**src/rtl/divider_pkg.sv**
```systemverilog
// divider_pkg: shared types and constants for the sequential restoring divider.
package divider_pkg;
   localparam int N_DEF = 8;
   localparam int CNT_W = $clog2(2 * N_DEF);
   localparam logic [2*N_DEF-1:0] Q_ONES = '1;
   typedef enum logic {IDLE, RUN} state_t;
endpackage

```
**src/rtl/div_step.sv**
```systemverilog
// div_step: one combinational restoring-division step on an (N+1)-bit partial remainder.
module div_step #(
   parameter int N = 8
) (
   input  logic [N:0]   p,
   input  logic [N-1:0] divisor,
   input  logic         bit_in,
   output logic [N:0]   p_next,
   output logic         q
);
   logic [N:0] sh;
   always_comb begin
      sh = {p[N-1:0], bit_in};
      // p[N] is only ever set with a zero divisor, where the shifted value still dominates
      q = p[N] | (sh >= {1'b0, divisor});
      p_next = q ? sh - {1'b0, divisor} : sh;
   end
endmodule

```
**src/rtl/seq_divider.sv**
```systemverilog
// seq_divider: 2N/N unsigned restoring divider, one quotient bit per clock.
// Define DIVIDER_ERR_EN to short-circuit a zero divisor with an err flag.
module seq_divider
   import divider_pkg::*;
#(
   parameter int N = N_DEF
) (
   input  logic           clk,
   input  logic           rst_n,
   input  logic           start,
   input  logic [2*N-1:0] dividend,
   input  logic [N-1:0]   divisor,
   output logic           busy,
   output logic           done,
   output logic [2*N-1:0] quotient,
   output logic [N-1:0]   remainder,
   output logic           err
);
   localparam int CW = $clog2(2 * N);
   state_t         state;
   logic [CW-1:0]  count;
   logic [2*N-1:0] dvd;
   logic [N-1:0]   dvs;
   logic [N:0]     p, p_next;
   logic           q_bit;
   div_step #(.N(N)) u_step (
      .p(p), .divisor(dvs), .bit_in(dvd[2*N-1]), .p_next(p_next), .q(q_bit)
   );
`ifdef DIVIDER_ERR_EN
   logic err_r, zero_pend;
   assign err = err_r;
`else
   assign err = 1'b0;
`endif
   // dvd doubles as the quotient accumulator: dividend bits leave at the top, quotient bits enter at the bottom
   always_ff @(posedge clk or negedge rst_n) begin
      if (!rst_n) begin
         state     <= IDLE;
         busy      <= 1'b0;
         done      <= 1'b0;
         quotient  <= '0;
         remainder <= '0;
         count     <= '0;
         dvd       <= '0;
         dvs       <= '0;
         p         <= '0;
`ifdef DIVIDER_ERR_EN
         err_r     <= 1'b0;
         zero_pend <= 1'b0;
`endif
      end else begin
         done <= 1'b0;
         if (state == IDLE) begin
`ifdef DIVIDER_ERR_EN
            if (zero_pend) begin
               zero_pend <= 1'b0;
               done      <= 1'b1;
               err_r     <= 1'b1;
               quotient  <= '1;
               remainder <= dvd[N-1:0];
            end else
`endif
            if (start) begin
               dvd   <= dividend;
               dvs   <= divisor;
               p     <= '0;
               count <= '0;
`ifdef DIVIDER_ERR_EN
               err_r <= 1'b0;
               if (divisor == '0) zero_pend <= 1'b1;
               else begin
                  state <= RUN;
                  busy  <= 1'b1;
               end
`else
               state <= RUN;
               busy  <= 1'b1;
`endif
            end
         end else begin
            p     <= p_next;
            dvd   <= {dvd[2*N-2:0], q_bit};
            count <= count + 1'b1;
            if (count == CW'(2*N-1)) begin
               state     <= IDLE;
               busy      <= 1'b0;
               done      <= 1'b1;
               quotient  <= {dvd[2*N-2:0], q_bit};
               remainder <= p_next[N-1:0];
            end
         end
      end
   end
endmodule

```
**config.mk**
```make
export PLATFORM = sky130hd
export DESIGN_NAME = seq_divider
export DESIGN_NICKNAME = d
export VERILOG_FILES = /design/src/rtl/divider_pkg.sv /design/src/rtl/div_step.sv /design/src/rtl/seq_divider.sv
export SDC_FILE = /design/constraint.sdc
export NUM_CORES = 1
export LEC_CHECK = 0
export ABC_CLOCK_PERIOD_IN_PS = 2300
export BUFFER_PORTS_ARGS = -buffer_cell sky130_fd_sc_hd__buf_2
export CORE_MARGIN = 2
export CORE_UTILIZATION = 35
export CTS_CLUSTER_SIZE = 20
export DETAILED_ROUTE_END_ITERATION = 8
export GPL_TIMING_DRIVEN = 0
export HOLD_SLACK_MARGIN = 0.15
export SYNTH_ARGS = -nofsm -noshare
export SYNTH_HDL_FRONTEND = slang
export SYNTH_HIERARCHICAL = 1
export SYNTH_SLANG_ARGS = --single-unit
```
**constraint.sdc**
```tcl
create_clock -name clk -period 2.3 [get_ports clk]
set_input_delay 0.69 -clock clk [delete_from_list [all_inputs] [get_ports clk]]
set_output_delay 0.69 -clock clk [all_outputs]
set_load 0.02 [all_outputs]
```
Yosys cells after proc, flatten, opt, wreduce, memory -nomap -nowiden --
Index checks and enable logic that the tools add are counted.
Cells by class: magnitude comparators 1, equal/unequal tests 2, bitwise gates (word level) 2, add/subtract/negate cells 2, multiplexer cells 15, reduce and logical (&&, ||, !) cells 4
Operators with widths (number):
- 16-bit 2-to-1 mux | 2
- 9-bit 2-to-1 mux | 3
- 9-bit by 8-bit greater-or-equal comparator with 1-bit output | 1
- 9-bit by 8-bit subtractor with 9-bit output | 1
- 1-bit 2-to-1 mux | 8
- 4-bit 2-to-1 mux | 2
- 2-bit AND reduction | 3
- 4-bit by 1-bit adder with 4-bit output, second input constant | 1
- 4-bit equality test, second input constant | 1
- 2-bit by 1-bit inequality test with 1-bit output, second input constant | 1
- 2-bit nonzero test | 1
- 1-bit NOT | 1
- 1-bit bitwise OR | 1
Storage, ports and cells: register bits 64, output and inout bits 27, input port bits 27, word-level logic and storage cells 35

Longest topological paths before layout --
Gate-level depths: netlist of the first run.
word-level depth 4, gate-level depth with buffers 10

Modules after synthesis --
Netlist of the first run, hierarchy kept.
Modules (own cells, without submodules):
- seq_divider | cells an instance 233, times used 1, sequential area each 1601.5 um2, area an instance 2568.7 um2
- div_step | cells an instance 75, times used 1, sequential area each 0.0 um2, area an instance 528.0 um2

Worst setup path before layout of the first run --
No wires, ideal clock.
kind register to register, start register p[5], end register p[3], buffers on the path 1, path slack 0.165 ns, period minus slack after synthesis 2.135 ns, stages on the path, launching flop included 9, data required time 2.179 ns, data arrival time 2.014 ns, cell sequence dfrtp_1 ha_1 a21oi_1 nand2_1 o211ai_4 and2_4 buf_6 mux2_4 a22o_1
Between the ends: word-level cells in the longest chain between the ends 4
RTL lines:
- start, declared | RTL line seq_divider.sv:24 | logic [N:0] p, p_next;
- start signal, assigned | RTL line seq_divider.sv:81 | p <= p_next;
- 9-bit by 8-bit greater-or-equal comparator with 1-bit output | RTL line div_step.sv:15 | q = p[N] | (sh >= {1'b0, divisor});
- 1-bit bitwise OR | RTL line div_step.sv:15
- 9-bit 2-to-1 mux | RTL line div_step.sv:16 | p_next = q ? sh - {1'b0, divisor} : sh;
- via p_next[3] | RTL line seq_divider.sv:24
- 9-bit 2-to-1 mux | RTL line seq_divider.sv:53 | if (state == IDLE) begin
The timed path passes the listed nets, and every way through them passes these cells. A chain may end at the register's enable or synchronous reset.

Worst setup path in the final report of the first run --
start register dvs[0], end register p[6]
Between the ends: word-level cells in the longest chain between the ends 4, elaborated cells on any way between the ends 5
RTL lines:
- start, declared | RTL line seq_divider.sv:23 | logic [N-1:0] dvs;
- start signal, assigned | RTL line seq_divider.sv:65 | dvs <= divisor;
- 9-bit by 8-bit greater-or-equal comparator with 1-bit output | RTL line div_step.sv:15
- 1-bit bitwise OR | RTL line div_step.sv:15
- 9-bit 2-to-1 mux (*) | RTL line div_step.sv:16
- via p_next[6] | RTL line seq_divider.sv:24
- 9-bit 2-to-1 mux (*) | RTL line seq_divider.sv:53
The timed path passes the listed nets; every way through them passes the cells marked *.

==> results.md, run 1 <==
- Outcome: completed
- Critical path's top delay family: compound AO/OA/AOI/OAI gates
- Core region area: 0.00864 mm2
- Placer congestion estimate: between 0.8 and 0.9
- Clock slew at reported path FFs: 70 ps
- Max stage delay cell, worst path: sky130_fd_sc_hd__dfrtp_1
- Tot GR Track Use: 0.153
- Remaining Overflow, GRT: 0
- Main flop type after synthesis: sky130_fd_sc_hd__dfrtp_1
- Number of filler cells placed in the layout: 826
- Average vias per placed instance: ~5
- Vias: approximately 2,400
- First-pass detailed-route iteration total: 4
- Sequential-to-total area share from yosys stat: 0.517
- Floorplan die width: about 100 um
- Top cell type's share of synthesized area: 0.517
- Transition time at the pin with the least slew margin: a little over 800 ps
- Number of port buffers: 51
- Crit start category: register
- Fraction of layout cells with a size suffix above 1: 0.303
- Hold Fails Final Rpt: 0
- Flip-flop and latch count after synthesis: 64
- Routed len/inst: 14.3 um
- Number of diodes: 0
- Footprint of the multi-input gates: 0.00140 mm2
- Net count, final: 412
- Vias in the first global route: roughly 2,500
- Post-synth design cell area: just over 0.003 mm2
- # IOs: 54
- Number of buffers created by CTS: 9
- Clock tree from TritonCTS: built
- Worst-path fanout max: 3
- Final TNS setup: 0 ps
- Starting density of the core: 0.359
- Post-route clock period utilization: 0.968
- Flop-to-flop setup slack: ~74 ps
- Number of library cell types mapped by synthesis: 39
- Class of the worst hold path: input pin to asynchronous set/reset pin
- Kind of critical path: register to register
- Worst endpoint required time: ~2500 ps
- Crit path cell chain: ha_1, fa_2, nand2b_4, a211oi_2, o21ai_0, a21boi_1, o31ai_2, a22o_1
- Post-Synthesis Cells: ~310
- Average instance area after synthesis: 10.1 um2
- Number of cells on the worst reg-to-reg path: 8
- Endpoint of the worst-slack reg-to-reg timing path: p[6]
- Initial antenna violation count: 0
- Slew headroom: 0.457
- CTS max path bufs: 2
- Maximum frequency from static timing analysis: ~450 MHz
- Max-cap violations: 0
- Buffers and inverters on the worst path: 0
- CTS HTree Levels: 3
- Synthesized netlist net count: between 300 and 400
- Max-slew violations: 0
- Clk root buf: sky130_fd_sc_hd__clkbuf_8
- Pin count of the biggest net entering global routing: 65
- Post-synthesis cell type with the largest combined area: sky130_fd_sc_hd__dfrtp_1
- Dominant cells by area after synthesis: sky130_fd_sc_hd__dfrtp_1, sky130_fd_sc_hd__nand2_1, sky130_fd_sc_hd__mux2i_1
- Detail Route Antenna Nets: 0
- Clock Skews: between 6 and 7 ps
- Number of flops mapped to enable cells by yosys: 0
- Wire length after detailed routing: roughly 7000 um
- Static power due to leakage: approximately 1.9 nW
- DRT iter0 DRCs: a little over 100
- Worst ir drop on vdd: approximately 620 uV
- # DRC: 0
- Fraction of registers with async set/reset: 1.00
- Leading cell type in the layout, fill and taps excluded: sky130_fd_sc_hd__nand2_1
- Reg-to-reg startpoint: dvs[0]
- TritonCTS sink count: 64
- Number of buffers inserted for hold repair after clock tree synthesis: 0
- Critical path capture point type: register
- Sequential standard cell area: 0.00160 mm2
- Area of the die: around 0.0096 mm2
- Global-route wire length before repair: approximately 12,000 um
- HPWL after detailed placement: ~4700 um
- Yosys synthesis warning count: 6
- Layout Area Growth over Synthesis: 23.7%
- Total power consumption of the routed design: a little under 7 mW
- Maximum single-stage delay on the critical path: 400 ps
- Std-Cell Rows: 34
- Min Tclk post-route: roughly 2200 ps
- Arrival time of data at the critical path endpoint: roughly 2500 ps
- Setup-failing EPs final: 0
- Worst-Skew Late Latency: approximately 330 ps
- Highest-count cells in the layout ignoring fill and taps: sky130_fd_sc_hd__nand2_1, sky130_fd_sc_hd__dfrtp_1, sky130_fd_sc_hd__buf_2, sky130_fd_sc_hd__o21ai_0, sky130_fd_sc_hd__mux2i_1
- Ratio of total power to cell area: about 1800 mW/mm2
- Vertical extent of the die: around 98 um
## power by group
group	switching, mW	internal [mW]	leakage [nW]
logic	1.91	1.70	1.06
clock network	0.442	0.699	0.115
registers	0.373	1.69	0.773
## layout make-up
| cell class | instances | share of cell area |
|---|---|---|
| Sequential cell | 64 | 0.418 |
| Multi-Input combinational cell | 215 | 0.365 |
| Timing Repair Buffer | 56 | 0.0771 |
| Clock buffer | 12 | 0.0431 |
| Tap cell | 108 | 0.0353 |
| Buffer | 15 | 0.0281 |
| Clock inverter | 4 | 0.0196 |
| Inverter | 14 | 0.0137 |
## stage by stage
stage / area [um2] / hold WS, ps / setup slack, ps / util / cells
after floorplan: 3100 / 394 / 165 / - / 308
after global placement: 3490 / 453 / -59.0 / 0.404 / 467
after detailed placement: 3490 / 458 / -74.4 / 0.404 / 467
after CTS: 3790 / 478 / 0.666 / 0.438 / 488
after global routing: 3830 / 501 / -3.73 / 0.444 / 488
final: 3830 / 441 / 74.3 / 0.444 / 488
## sequential cells by signal, summed over array words and instances, names as in the netlist
register   cells
state          1
dvs            8
dvd           16
count          4
done           1
busy           1
remainder      8
p              9
quotient      16
## cell usage after synthesis, types with 2 or more instances
library cell,instances
sky130_fd_sc_hd__a211oi_1,3
sky130_fd_sc_hd__xor2_1,2
sky130_fd_sc_hd__xnor2_1,4
sky130_fd_sc_hd__a21oi_1,5
sky130_fd_sc_hd__clkbuf_1,3
sky130_fd_sc_hd__a22o_1,12
sky130_fd_sc_hd__nand3_1,7
sky130_fd_sc_hd__inv_1,13
sky130_fd_sc_hd__mux2_2,9
sky130_fd_sc_hd__buf_6,5
sky130_fd_sc_hd__nor2_1,8
sky130_fd_sc_hd__ha_1,9
sky130_fd_sc_hd__nand4_1,2
sky130_fd_sc_hd__nand2_1,92
sky130_fd_sc_hd__buf_4,2
sky130_fd_sc_hd__o31ai_1,2
sky130_fd_sc_hd__mux2i_1,16
sky130_fd_sc_hd__o21ai_0,22
sky130_fd_sc_hd__buf_2,5
sky130_fd_sc_hd__dfrtp_1,64
sky130_fd_sc_hd__mux2_4,2
sky130_fd_sc_hd__nor3_1,2
sky130_fd_sc_hd__nand2b_1,3
## worst max-delay path by stage
| stage | depth (start not counted) | start | end |
|---|---|---|---|
| floorplan | 8 | p[5] | p[3] |
| global placement | 9 | dvd[15] | p[6] |
| detailed placement | 9 | dvd[15] | p[6] |
| CTS | 9 | dvs[6] | p[5] |
| global route | 9 | dvd[15] | p[6] |
| finish | 8 | dvs[0] | p[6] |
## timing repair
action / CTS / global route
gates cloned: 0 / 0
resized for setup: 4 / 12
buffers inserted: 5 / 0
endpoints found under the setup margin: 4 / 13
endpoints found under the hold margin: 0 / 0
pin swaps: 3 / 3
## kinds of logic (layout without fill, tap and decap cells)
family	Yosys count	in the layout	share of synthesized area
simple gates	120	120	0.163
fa+ha+maj	10	10	0.0428
compound gates	51	51	0.113
other cells	1	1	0.00121
xor+xnor	6	6	0.0170
buf+inv	29	101	0.0517
mux	27	27	0.0941
flops	64	64	0.517
## worst register-to-register path, delay by kind of cell, from the launching register on
kind / cells / cell delay (ps)
fa+ha+maj: 2 / 590
flops: 1 / 400
simple gates: 1 / 170
compound gates: 5 / 970
## layer usage
| metal | vias to the layer above | track usage | wire length (um) |
|---|---|---|---|
| met5 | - | 0 | 0 |
| li1 | 1168 | - | - |
| met1 | 1154 | 0.199 | 3270 |
| met3 | 11 | 0.0351 | 266 |
| met4 | 0 | 0.0737 | 150 |
| met2 | 51 | 0.243 | 3280 |
Note: power is estimated with default switching activity, not from simulation.
==> run 2, diff against run 1 <==
- CELL_PAD_IN_SITES_DETAIL_PLACEMENT: default -> 1
- CELL_PAD_IN_SITES_GLOBAL_PLACEMENT: default -> 1
- GPL_TIMING_DRIVEN: 0 -> default
- PLACE_DENSITY_LB_ADDON: default -> 0.1
==> run 2 against run 1 <==
Effect of this change: sequential power is essentially flat; clock-buffer cell count did not move; routed wire length increased by 9.4%; hold slack got worse by 190 ps; highest routed layer unchanged; register-to-register slack is essentially flat; sequential share of layout area is 0.79 points higher; clock skew up 3.6 ps; combinational power is 2% lower.
==> results.md, run 2 (synthesis results as in run 1) <==
- Vertical extent of the die: 98.1 um (unchanged)
- DRT iter0 DRCs: 82 (-20%)
- Number of cells on the worst reg-to-reg path: 7 (-1)
- Vias: 2,375 (-0.38%)
- Tot GR Track Use: 0.169 (+0.0155)
- Final worst hold slack: 250 ps (-191 ps)
- Pin count of the biggest net entering global routing: 27 (-58%)
- Arrival time of data at the critical path endpoint: 2430 ps (-20 ps)
- Static power due to leakage: 1.94 nW (-0.30%)
- Post-route clock period utilization: 0.965 (-0.00285)
- Reg-to-reg startpoint: p[3]
- Wire length after detailed routing: 7620 um (+9.4%)
- Worst endpoint required time: 2510 ps (about the same)
- Kind of critical path: register to register
- Routed len/inst: 15.8 um (+11%)
- Max-slew violations: 0 (unchanged)
- Endpoint of the worst-slack reg-to-reg timing path: p[5]
- Clock Skews: 10.3 ps (+3.61 ps)
- Hold Fails Final Rpt: 0 (unchanged)
- Number of buffers inserted for hold repair after clock tree synthesis: 0 (unchanged)
- Worst-path fanout max: 5 (+2)
- Number of buffers created by CTS: 9 (unchanged)
- Global-route wire length before repair: 12,900 um (+9.2%)
- First-pass detailed-route iteration total: 4 (unchanged)
- Final TNS setup: 0 ps (unchanged)
- Critical path capture point type: register
- Placer congestion estimate: 0.854 (+5.7%)
- CTS max path bufs: 2 (unchanged)
- Detail Route Antenna Nets: 0 (unchanged)
- Sequential standard cell area: 0.00160 mm2 (unchanged)
- Outcome: completed
- Highest-count cells in the layout ignoring fill and taps: sky130_fd_sc_hd__nand2_1, sky130_fd_sc_hd__dfrtp_1, sky130_fd_sc_hd__buf_2, sky130_fd_sc_hd__o21ai_0, sky130_fd_sc_hd__mux2i_1
- Crit start category: register
- Core region area: 0.00864 mm2 (unchanged)
- Net count, final: 408 (-0.97%)
- Worst-Skew Late Latency: 330 ps (about the same)
- Number of diodes: 0 (unchanged)
- Std-Cell Rows: 34 (unchanged)
- Dpl cell area: 0.00350 mm2 (+0.29%)
- # DRC: 0 (unchanged)
- Leading cell type in the layout, fill and taps excluded: sky130_fd_sc_hd__nand2_1
- Number of port buffers: 52 (+2.0%)
- Summed area of non-filler cells in the final layout: 0.00376 mm2 (-1.9%)
- Ratio of total power to cell area: 1760 mW/mm2 (-1.0%)
- Maximum frequency from static timing analysis: 451 MHz (+0.30%)
- Setup-failing EPs final: 0 (unchanged)
- Initial antenna violation count: 0 (unchanged)
- Flop-to-flop setup slack: 80 ps (about the same)
- Footprint of the multi-input gates: 0.00138 mm2 (-1.7%)
- # IOs: 54 (unchanged)
- CTS HTree Levels: 3 (unchanged)
- Clock tree from TritonCTS: built
- TritonCTS sink count: 64 (unchanged)
- Fraction of layout cells with a size suffix above 1: 0.285 (-0.0173)
- Max-cap violations: 0 (unchanged)
- Number of filler cells placed in the layout: 987 (+19%)
- Min Tclk post-route: 2220 ps (-6.56 ps)
- Area of the die: 0.00962 mm2 (unchanged)
- Class of the worst hold path: input pin to asynchronous set/reset pin
- Average vias per placed instance: 4.92 (+0.65%)
- Floorplan die width: 98.1 um (unchanged)
- HPWL after detailed placement: 5360 um (+13%)
- Remaining Overflow, GRT: 0 (unchanged)
- Registers with the most flip-flops: dvd (16), quotient (16), p (9)
- Worst ir drop on vdd: 571 uV (-8.6%)
- Clock slew at reported path FFs: 70 ps (about the same)
- Layout Area Growth over Synthesis: 21.4%
- Clk root buf: sky130_fd_sc_hd__clkbuf_8
- Starting density of the core: 0.359 (unchanged)
- Vias in the first global route: 2,553 (+1.5%)
## run 2: cell types whose count changed in the layout (fill, tap and decap cells not counted), moves of 2 or more
cell | before | now
sky130_fd_sc_hd__buf_12 | 0 | 2
sky130_fd_sc_hd__buf_2 | 55 | 52
sky130_fd_sc_hd__buf_4 | 8 | 12
sky130_fd_sc_hd__buf_6 | 5 | 0
sky130_fd_sc_hd__clkbuf_1 | 3 | 0
sky130_fd_sc_hd__clkinv_2 | 0 | 2
sky130_fd_sc_hd__clkinvlp_4 | 2 | 0
sky130_fd_sc_hd__ha_1 | 6 | 9
sky130_fd_sc_hd__ha_2 | 2 | 0
## run 2: worst max-delay path by stage
stage | depth (start not counted) | start | to
5_1_grt | 7 | p[3] | p[5]
3_3_place_gp | 8 | dvs[0] | p[6]
6_report | 7 | p[3] | p[5]
2_1_floorplan | 8 | p[5] | p[3]
3_5_place_dp | 8 | dvs[0] | p[6]
4_1_cts | 8 | dvs[0] | p[6]
## run 2: repair_timing
action / in CTS / in global routing
hold endpoints to repair: 0 / 0
gates resized for setup: 3 / 6
pin swaps: 2 / 3
endpoints found under the setup margin: 2 / 6
buffers inserted: 1 / 1
cloned: 0 / 1
## run 2: cell type report
| class | instances | share of cell area |
|---|---|---|
| inverters | 14 | 0.0140 |
| flip-flops and latches | 64 | 0.426 |
| clock inverters | 3 | 0.0106 |
| well taps | 108 | 0.0359 |
| repair buffers | 66 | 0.104 |
| multi-input cells | 216 | 0.366 |
| clock buffers | 12 | 0.0439 |
## run 2: metal layers
layer  track usage  vias up  part of all wire
li1              -     1155                 -
met1         0.237     1167              0.49
met2         0.258       49              0.46
met3        0.0315        4             0.039
met4        0.0705        0            0.0071
met5             0        -                 0
## run 2: through the flow
stage	cells	util	setup WS [ps]	total power, mW
final	483	0.435	80.8	6.62
after floorplan	308	-	165	4.51
after global placement	465	0.405	37.6	5.31
after global routing	483	0.435	-1.47	7.20
after detailed placement	465	0.405	-83.6	5.45
after CTS	481	0.432	27.2	6.58
## run 2: worst max-delay path: stages (launching register included)
cell and delay [ps]:
sky130_fd_sc_hd__dfrtp_1 420, sky130_fd_sc_hd__ha_1 380, sky130_fd_sc_hd__a21oi_1 230, sky130_fd_sc_hd__nand2_1 120
sky130_fd_sc_hd__o211ai_4 200, sky130_fd_sc_hd__and2_4 230, sky130_fd_sc_hd__mux2_4 310, sky130_fd_sc_hd__a22o_1 220
## run 2: where the power goes
group / switching [mW] / internal (mW)
combinational: 1.92 / 1.61
clock: 0.428 / 0.580
sequential: 0.384 / 1.69
==> run 3, diff against run 2 <==
- ABC_AREA: default -> 1
- BUFFER_PORTS_ARGS: -buffer_cell sky130_fd_sc_hd__buf_2 -> default
- DONT_BUFFER_PORTS: default -> 1
==> run 3 against run 2 <==
Effect of this change: via count is 6.4% higher; clock-buffer cell count is 3 lower; die area is 4.1% higher; flip-flop and latch count stayed put; cell count is 12% higher; routed wire length is 5.8% higher; clock skew hardly changed; first-iteration DRC count is 22% higher; sequential share of layout area is 2.5 points higher; maximum frequency is 18% higher; synthesized area is 4.3% higher; final area is 5.5% lower; largest cell class unchanged.
==> results.md, run 3 <==
- CTS HTree Levels: 3 (unchanged)
- Final design utilization: 0.390 (-0.0453)
- Clock Skews: 10.5 ps (+0.149 ps)
- Post_cts resized: 0 (-3)
- Crit-path most repeated cell: sky130_fd_sc_hd__nand2_1
- Slew headroom: 0.649
- Number of flops mapped to enable cells by yosys: 0 (unchanged)
- TritonCTS sink count: 64 (unchanged)
- Ratio of total power to cell area: 1850 mW/mm2 (+5.2%)
- Area of the die: 0.0100 mm2 (+4.1%)
- Pin count of the biggest net entering global routing: 65 (+140%)
- Clock tree from TritonCTS: built
- Maximum single-stage delay on the critical path: 420 ps (about the same)
- Critical path capture point type: register
- Max-cap violations: 0 (unchanged)
- Synthesized netlist net count: 459 (+33%)
- RSZ-0062 raised after global routing: no
- Class of the worst hold path: input pin to asynchronous set/reset pin
- Outcome: completed
- CP startpoint: dvd[15]
- Post-route clock period utilization: 0.820 (-0.145)
- Final TNS setup: 0 ps (unchanged)
- Post-Synthesis Cells: 422 (+37%)
- Flip-flop and latch count after synthesis: 64 (unchanged)
- Number of diodes: 0 (unchanged)
- Main flop type after synthesis: sky130_fd_sc_hd__dfrtp_1
- Highest-count cells in the layout ignoring fill and taps: sky130_fd_sc_hd__nand2_1, sky130_fd_sc_hd__dfrtp_1, sky130_fd_sc_hd__inv_1, sky130_fd_sc_hd__nand3_1
- Average vias per placed instance: 4.69 (-4.6%)
- Kind of critical path: register to register
- Number of filler cells placed in the layout: 1,164 (+18%)
- Worst endpoint required time: 2530 ps (+20 ps)
- Arrival time of data at the critical path endpoint: 2110 ps (-320 ps)
- Top cell type's share of synthesized area: 0.496 (-0.0212)
- Reg-to-reg startpoint: dvd[15]
- Clk root buf: sky130_fd_sc_hd__clkbuf_8
- Layout Area Growth over Synthesis: 10.0%
- Detail Route Antenna Nets: 0 (unchanged)
- Initial antenna violation count: 0 (unchanged)
- Crit path cell chain: inv_1, ha_1, fa_1, inv_1, nand2_1, nand2_1, nand2_1, nand2_1, nand2_1, nand2_1, nor2_2, nand2_1, nand2_1
- DRT iter0 DRCs: 100 (+22%)
- First-pass detailed-route iteration total: 4 (unchanged)
- Core region area: 0.00911 mm2 (+5.5%)
- Routed len/inst: 14.9 um (-5.2%)
- Min Tclk post-route: 1890 ps (-333 ps)
- Fraction of registers with async set/reset: 1.00 (unchanged)
- Critical path's top delay family: adder cells
- Number of library cell types mapped by synthesis: 24 (-38%)
- Std-Cell Rows: 35 (+2.9%)
- Logic gate share of total power: 0.442 (-0.093)
- Worst-Skew Late Latency: 340 ps (about the same)
- Internal Power: 3.48 mW (-10%)
- Global-route wire length before repair: 13,700 um (+6.2%)
- Post-synthesis cell type with the largest combined area: sky130_fd_sc_hd__dfrtp_1
- CTS max path bufs: 2 (unchanged)
- Hold Fails Final Rpt: 0 (unchanged)
- Vertical extent of the die: 100 um (+2.0%)
- Registers with the most flip-flops: dvd (16), quotient (16), p (9)
- Net Sw Frac: 0.471 (+0.0576)
- Static power due to leakage: 1.95 nW (+0.45%)
- Power share of the clock group: 0.188 (+0.036)
- Fraction of layout cells with a size suffix above 1: 0.0794 (-0.206)
- Post-CTS Setup Repair Bufs: 0 (-1)
- Flop-to-flop setup slack: 410 ps (+330 ps)
- Endpoint of the worst-slack reg-to-reg timing path: p[8]
- Buffers and inverters on the worst path: 2 (+2)
- Transition time at the pin with the least slew margin: approximately 520 ps
- Maximum frequency from static timing analysis: 530 MHz (+18%)
- Number of buffers inserted for hold repair after clock tree synthesis: 1 (+1)
- Sequential-to-total area share from yosys stat: 0.496 (-0.0212)
- Vias in the first global route: 2,736 (+7.2%)
- Wire length after detailed routing: 8060 um (+5.8%)
- Most instantiated library cell after synthesis: sky130_fd_sc_hd__nand2_1
- Number of port buffers: 0 (-100%)
- Max-slew violations: 0 (unchanged)
- Setup-failing EPs final: 0 (unchanged)
- Starting density of the core: 0.355 (-0.00406)
- Average instance area after synthesis: 7.65 um2 (-24%)
- Worst-path fanout max: 3 (-2)
- Crit start category: register
- Dominant cells by area after synthesis: sky130_fd_sc_hd__dfrtp_1, sky130_fd_sc_hd__nand2_1, sky130_fd_sc_hd__nand3_1
- Post-synth design cell area: 0.00323 mm2 (+4.3%)
- Part of the total power dissipated in sequential elements: 0.370 (+0.057)
- Clock slew at reported path FFs: 80 ps (about the same)
- Floorplan die width: 100 um (+2.0%)
- Worst ir drop on vdd: 557 uV (-2.4%)
- Vias: 2,528 (+6.4%)
- Net count, final: 460 (+13%)
- Leading cell type in the layout, fill and taps excluded: sky130_fd_sc_hd__nand2_1
- Tot GR Track Use: 0.175 (+0.00564)
- # DRC: 0 (unchanged)
- Remaining Overflow, GRT: 0 (unchanged)
- Placer congestion estimate: 0.813 (-4.9%)
- Number of cells on the worst reg-to-reg path: 13 (+6)
- Commonest cells post-synth: sky130_fd_sc_hd__nand2_1, sky130_fd_sc_hd__dfrtp_1, sky130_fd_sc_hd__inv_1
- HPWL after detailed placement: 5520 um (+2.9%)
- Number of buffers created by CTS: 9 (unchanged)
- Max stage delay cell, worst path: sky130_fd_sc_hd__fa_1
- Yosys synthesis warning count: 6 (unchanged)
- # IOs: 54 (unchanged)
- Net Sw Power: 3.10 mW (+13%)
==> run 3: cell types whose count changed after synthesis, sizes merged, moves of 3 or more <==
cell    change
nand2     +149
clkbuf      -3
a22o       -12
o21ai      -21
a211oi      -3
mux2       -11
xnor2       -3
nand3      +22
inv        +26
nand2b      -3
mux2i      -16
==> run 3: kinds of logic (layout without fill, tap and decap cells) <==
logic type | after synthesis | count (layout) | synth area share
XOR/XNOR | 3 | 3 | 0.00814
flip-flops | 64 | 64 | 0.496
AO/OA/AOI/OAI | 7 | 7 | 0.0108
other | 1 | 1 | 0.00116
buffers and inverters | 53 | 59 | 0.0794
AND/OR/NAND/NOR | 284 | 284 | 0.363
adder cells (fa/ha/maj) | 10 | 10 | 0.0411
==> run 3: metal layers <==
layer,vias to the layer above,track usage,wire [um]
li1,1277,-,-
met3,7,0.0383,284
met1,1206,0.228,3910
met4,0,0.0548,88
met2,38,0.291,3780
met5,-,0,0
==> run 3: how the worst max path moves through the flow <==
stage                               to  slack [ps]  depth (start not counted)
after CTS                         p[8]         410                         13
after global placement    remainder[4]         410                         11
after detailed placement          p[8]         420                         13
final                             p[8]         410                         13
after floorplan                   p[8]         690                         12
after global routing      remainder[4]         240                         11
==> run 3: metrics by stage <==
| step | hold WS (ps) | total power, mW | setup WS (ps) | area (um2) | instances |
|---|---|---|---|---|---|
| final | 224 | 6.58 | 413 | 3550 | 539 |
| after global routing | 224 | 7.30 | 240 | 3550 | 539 |
| after CTS | 218 | 6.70 | 408 | 3550 | 539 |
| after detailed placement | 398 | 5.40 | 422 | 3280 | 522 |
| after global placement | 399 | 5.30 | 414 | 3280 | 522 |
| after floorplan | 394 | 4.66 | 686 | 3230 | 422 |
==> run 3: worst reg2reg max path, delay by kind of cell (launching register included) <==
family | cells | cell delay (ps)
and+or+nand+nor | 9 | 600
DFF | 1 | 400
buffers and inverters | 2 | 160
adders and majority gates | 2 | 630
==> run 3: layout make-up <==
class | instances | area [um2] | area share
clock buffers | 9 | 124 | 0.0349
clock inverters | 7 | 125 | 0.0352
inverters | 40 | 150 | 0.0423
multi-input cells | 305 | 1370 | 0.386
flip-flops and latches | 64 | 1600 | 0.451
well taps | 111 | 139 | 0.0391
repair buffers | 3 | 42.5 | 0.0120
==> run 3: power by group through the flow <==
stage | Sequential, mW | Combinational (mW) | Clock, mW
finish | 2.44 | 2.91 | 1.24
global route | 2.54 | 3.44 | 1.32
CTS | 2.45 | 2.97 | 1.27
detailed placement | 2.47 | 2.93 | 0
global placement | 2.46 | 2.84 | 0
floorplan | 2.30 | 2.35 | 0
